===== config.mk =====
export PLATFORM = sky130hd
export DESIGN_NAME = pipeline_unwind
export DESIGN_NICKNAME = d
export VERILOG_FILES = /design/src/rtl/pipeline_unwind.sv
export SDC_FILE = /design/constraint.sdc
export NUM_CORES = 1
export LEC_CHECK = 0
export CAP_MARGIN = 20
export CELL_PAD_IN_SITES_DETAIL_PLACEMENT = 0
export CELL_PAD_IN_SITES_GLOBAL_PLACEMENT = 1
export CORE_MARGIN = 1
export CORE_UTILIZATION = 49
export DETAILED_ROUTE_END_ITERATION = 10
export MAX_ROUTING_LAYER = met4
export PLACE_DENSITY_LB_ADDON = 0.1
export SLEW_MARGIN = 5
export SYNTH_ARGS = -nofsm -noshare
export SYNTH_HDL_FRONTEND = slang
export SYNTH_SLANG_ARGS = --single-unit

===== constraint.sdc =====
create_clock -name clk -period 3.2 [get_ports clk]
set_clock_uncertainty 0.2 [all_clocks]
set_input_delay 0.8 -clock clk [delete_from_list [all_inputs] [get_ports clk]]
set_output_delay 0.8 -clock clk [all_outputs]
set_load 0.01 [all_outputs]

===== src/rtl/pipeline_unwind.sv =====
// pipeline_unwind: elastic decoder that undoes the Stage/Pipeline encoder.
// A head stage captures in >> 1 and the parity bit. DEPTH decrement stages
// follow it, each with its own valid bit. Backpressure ripples back through a
// per-stage advance signal, so bubbles collapse and a full pipe stalls as one.

// One pipeline slot: holds the valid bit, the data byte and the err bit.
// DEC selects whether the incoming byte is decremented on load.
module pipeline_unwind_stage #(
    parameter logic DEC = 1'b1
) (
    input  logic       clk,
    input  logic       rst,
    input  logic       adv,
    input  logic       vin,
    input  logic [7:0] din,
    input  logic       ein,
    output logic       v,
    output logic [7:0] d,
    output logic       e
);

    // Load on advance. Data and err change only behind a valid word, so a
    // bubble passing through leaves the last decoded value on the output.
    always_ff @(posedge clk) begin
        if (rst) begin
            v <= 1'b0;
            d <= 8'h00;
            e <= 1'b0;
        end else if (adv) begin
            v <= vin;
            if (vin) begin
                d <= DEC ? (din - 8'd1) : din;
                e <= ein;
            end
        end
    end

endmodule

module pipeline_unwind #(
    parameter int DEPTH = 8
) (
    input  logic       clk,
    input  logic       rst,
    input  logic       in_valid,
    output logic       in_ready,
    input  logic [7:0] in,
    output logic       out_valid,
    input  logic       out_ready,
    output logic [7:0] out,
    output logic       err,
    output logic [7:0] err_count
);

    logic [DEPTH:0]      vld_pipe;
    logic [DEPTH:0][7:0] dat;
    logic [DEPTH:0]      errb;
    logic [DEPTH:0]      adv;
    logic                accept;

    // Stage k may move when the consumer pops, or when it or any stage
    // downstream of it holds a bubble. The closed form avoids a
    // bit-to-bit combinational chain inside one vector.
    for (genvar k = 0; k <= DEPTH; k++) begin : g_adv
        assign adv[k] = out_ready || !(&vld_pipe[DEPTH:k]);
    end

    assign in_ready  = adv[0] && !rst;
    assign accept    = in_valid && in_ready;
    assign out_valid = vld_pipe[DEPTH];
    assign out       = dat[DEPTH];
    assign err       = errb[DEPTH];

    // Stage 0 takes the halved input and the parity bit. Stages 1..DEPTH
    // each subtract one, which adds up to the encoder's +DEPTH in reverse.
    for (genvar k = 0; k <= DEPTH; k++) begin : g_stage
        if (k == 0) begin : g_head
            pipeline_unwind_stage #(.DEC(1'b0)) u_stage (
                .clk (clk),
                .rst (rst),
                .adv (adv[0]),
                .vin (accept),
                .din ({1'b0, in[7:1]}),
                .ein (in[0]),
                .v   (vld_pipe[0]),
                .d   (dat[0]),
                .e   (errb[0])
            );
        end else begin : g_dec
            pipeline_unwind_stage #(.DEC(1'b1)) u_stage (
                .clk (clk),
                .rst (rst),
                .adv (adv[k]),
                .vin (vld_pipe[k-1]),
                .din (dat[k-1]),
                .ein (errb[k-1]),
                .v   (vld_pipe[k]),
                .d   (dat[k]),
                .e   (errb[k])
            );
        end
    end

    // Count odd words as they are accepted. The count saturates at 255 and
    // does not wrap.
    always_ff @(posedge clk) begin
        if (rst) begin
            err_count <= 8'h00;
        end else if (accept && in[0] && (err_count != 8'hFF)) begin
            err_count <= err_count + 8'd1;
        end
    end

endmodule

==> impl_metrics.tcl <==
set metrics [dict create \
    drt_iter0_markers 112 \
    drive_above_1_share_pct 8.621 \
    power.density_nw_per_um2 459.9 \
    syn_to_final_growth_pct 11.08 \
    vias_per_cell 5.475 \
    required_ps 2200 \
    wire_per_inst_um 12.80 \
    multi_input_area_um2 2316 \
    ff_latch_area_um2 1942 \
    root_buffer "clkbuf_8" \
    fmax_ghz 0.3205 \
    crit_path_end_kind "output port" \
    overflow 0 \
    slew_viol_final 0 \
    cts_sinks 97 \
    totalWireLength_mm 8.064 \
    finalSetupViolations 0 \
    grt_usage_pct 18.03 \
    rows 34 \
    die_y_um 98.38 \
    slowest_stage "clkdlybuf4s50_1" \
    leakagePower_nw 1.892 \
    clk_latency_ps 360 \
    fp.dieW_um 98.38 \
    worstPathArrival_ps 2120 \
    synth_area_um2 4552 \
    ctsHoldBuffers 0 \
    cp-start-kind "input port" \
    h-tree-depth 3 \
    hpwl_mm 5.683 \
    synth_edf_count 0 \
    n_fill_cell 833 \
    vias 3449 \
    power.total_w 0.002325 \
    drcViolationCount 0 \
    cts.path.max_buffers 2 \
    ant_nets 0 \
    hold_class "reg -> reg" \
    cp_cell_sequence "clkdlybuf4s50_1, nand3b_1, nor4_4, nor2_1, dlygate4sd2_1" \
    max_cap_viol_count 0 \
    ys_seq_area_share_pct 42.66 \
    start_util_pct 51.44 \
    numCtsBuffers 9 \
    syn_inst 502 \
    routabilityCongestion 0.8552 \
    synth_cell_type_count 50 \
    post_cts_resize_count 1 \
    cts_setup_buffers 0 \
    avgSynthCellArea_um2 9.067 \
    synth_flop_cell "dfxtp_1" \
    layout_commonest_cell "dfxtp_1" \
    setup.worst_path.class "in -> out" \
    maxSlewHeadroom_pct 48.70 \
    irDropWorstVdd_mv 0.2356 \
    synth-seq-cells 97 \
    most-common-layout-cells "dfxtp_1 (97), nor2_1 (96), a211oi_1 (42), clkdlybuf4s50_1 (28), inv_1 (25)" \
    finalSetupTns_ps 0 \
    firstDrtPassIters 7 \
    num_io_pins 31 \
    path_clk_slew_ps 100 \
    min_period_over_period_pct 97.52 \
    antenna_cells 0 \
    hold_viol 0 \
    grt_pass1_wl_mm 13.98 \
    ys_async_sr_fraction_pct 0 \
    yosysWarnings 0 \
    die_area_um2 9679 \
    core_um2 8848 \
    crit_path_max_incr_delay_ps 430 \
    rsz0062_at_grt "false" \
    cp_max_fo 3 \
    period_needed_ps 3121 \
    worstMarginPinSlew_ps 769.5 \
    cts_tree "done" \
    synth_nets 523 \
    fin_nets 538 \
    grt_pass1_vias 3113 \
    antenna_found_initial 0 \
    portBuffers 30 \
    whs_ps 269.9 \
    outcome "finished, final reports clean" \
    grt_max_degree 71 \
]
-- sequential cells by signal (all words and copies together) (netlist names) --
signal / cells
g_stage.g_dec.u_stage.d: 64
err_count: 8
g_stage.g_dec.u_stage.e: 8
g_stage.g_dec.u_stage.v: 8
g_stage.g_head.u_stage.d: 7
g_stage.g_head.u_stage.e: 1
g_stage.g_head.u_stage.v: 1
-- per-stage QoR --
step	instances	worst slack, ps	utilization (%)	cell area, um^2
6_report	630	79.45	57.14	5056
3_3_place_gp	614	-70.59	54.81	4850
5_1_grt	630	15.74	57.14	5056
3_5_place_dp	614	-87.15	54.81	4850
2_1_floorplan	502	539.4	-	4552
4_1_cts	630	91.61	57.14	5056
-- cell type report --
class,instances,area share [%]
multi-input combinational,345,45.81
timing repair buffer,39,7.152
tap,108,2.673
inverter,25,1.856
clock inverter,7,1.658
clock buffer,9,2.450
sequential,97,38.41
-- synth_stat cells, drive strengths merged, types with 10 or more instances --
cell | number | area share (%)
mux2i | 19 | 4.2
buf | 25 | 3.7
o21ai | 10 | 1.1
a211oi | 48 | 8.6
dfxtp | 97 | 43
or4 | 10 | 1.8
inv | 25 | 2.1
a21oi | 18 | 2.0
nor3 | 11 | 1.2
xor2 | 17 | 3.3
clkbuf | 10 | 0.82
nor2 | 96 | 7.9
nand2 | 21 | 1.9
xnor2 | 24 | 4.6
-- worst max-delay path: cells and delay by family --
family        cells  cell delay [ps]
simple gates      3              600
buf+inv           2              720
-- where the power goes --
part / switching, W / internal, W
clock network: 0.000452 / 0.000377
registers: 0.0000342 / 0.00124
logic: 0.000116 / 0.000109
total: 0.000602 / 0.00172
-- routing by layer --
layer,track usage (%),part of all wire [%],vias to the layer above
li1,-,-,1812
met1,22.00,48,1583
met2,30.01,48,41
met3,3.150,2.2,13
met4,6.315,1.5,0
met5,-,0,-
-- logic make-up (layout without fill, tap and decap cells) --
kind of cell	Yosys count	after routing	share of synthesized area (%)
AO/OA/AOI/OAI	104	104	17.59
XOR/XNOR	41	41	7.889
adder cells (fa/ha/maj)	9	9	2.474
buffers and inverters	60	80	6.625
flip-flops	97	97	42.66
multiplexers	19	19	4.178
AND/OR/NAND/NOR	172	172	18.58
-- path summary, 6_finish.rpt --
kind	slack (ps)	endpoint	startpoint	cells after the start
worst max-delay path	80	in_ready	out_ready	5
worst min-delay path	270	g_stage[1].g_dec.u_stage.v	g_stage[0].g_head.u_stage.v	2
worst max register to register	1250	g_stage[1].g_dec.u_stage.d[2]	g_stage[6].g_dec.u_stage.v	5
worst min register to register	270	g_stage[1].g_dec.u_stage.v	g_stage[0].g_head.u_stage.v	2
Note: power is estimated with default switching activity, not from simulation.
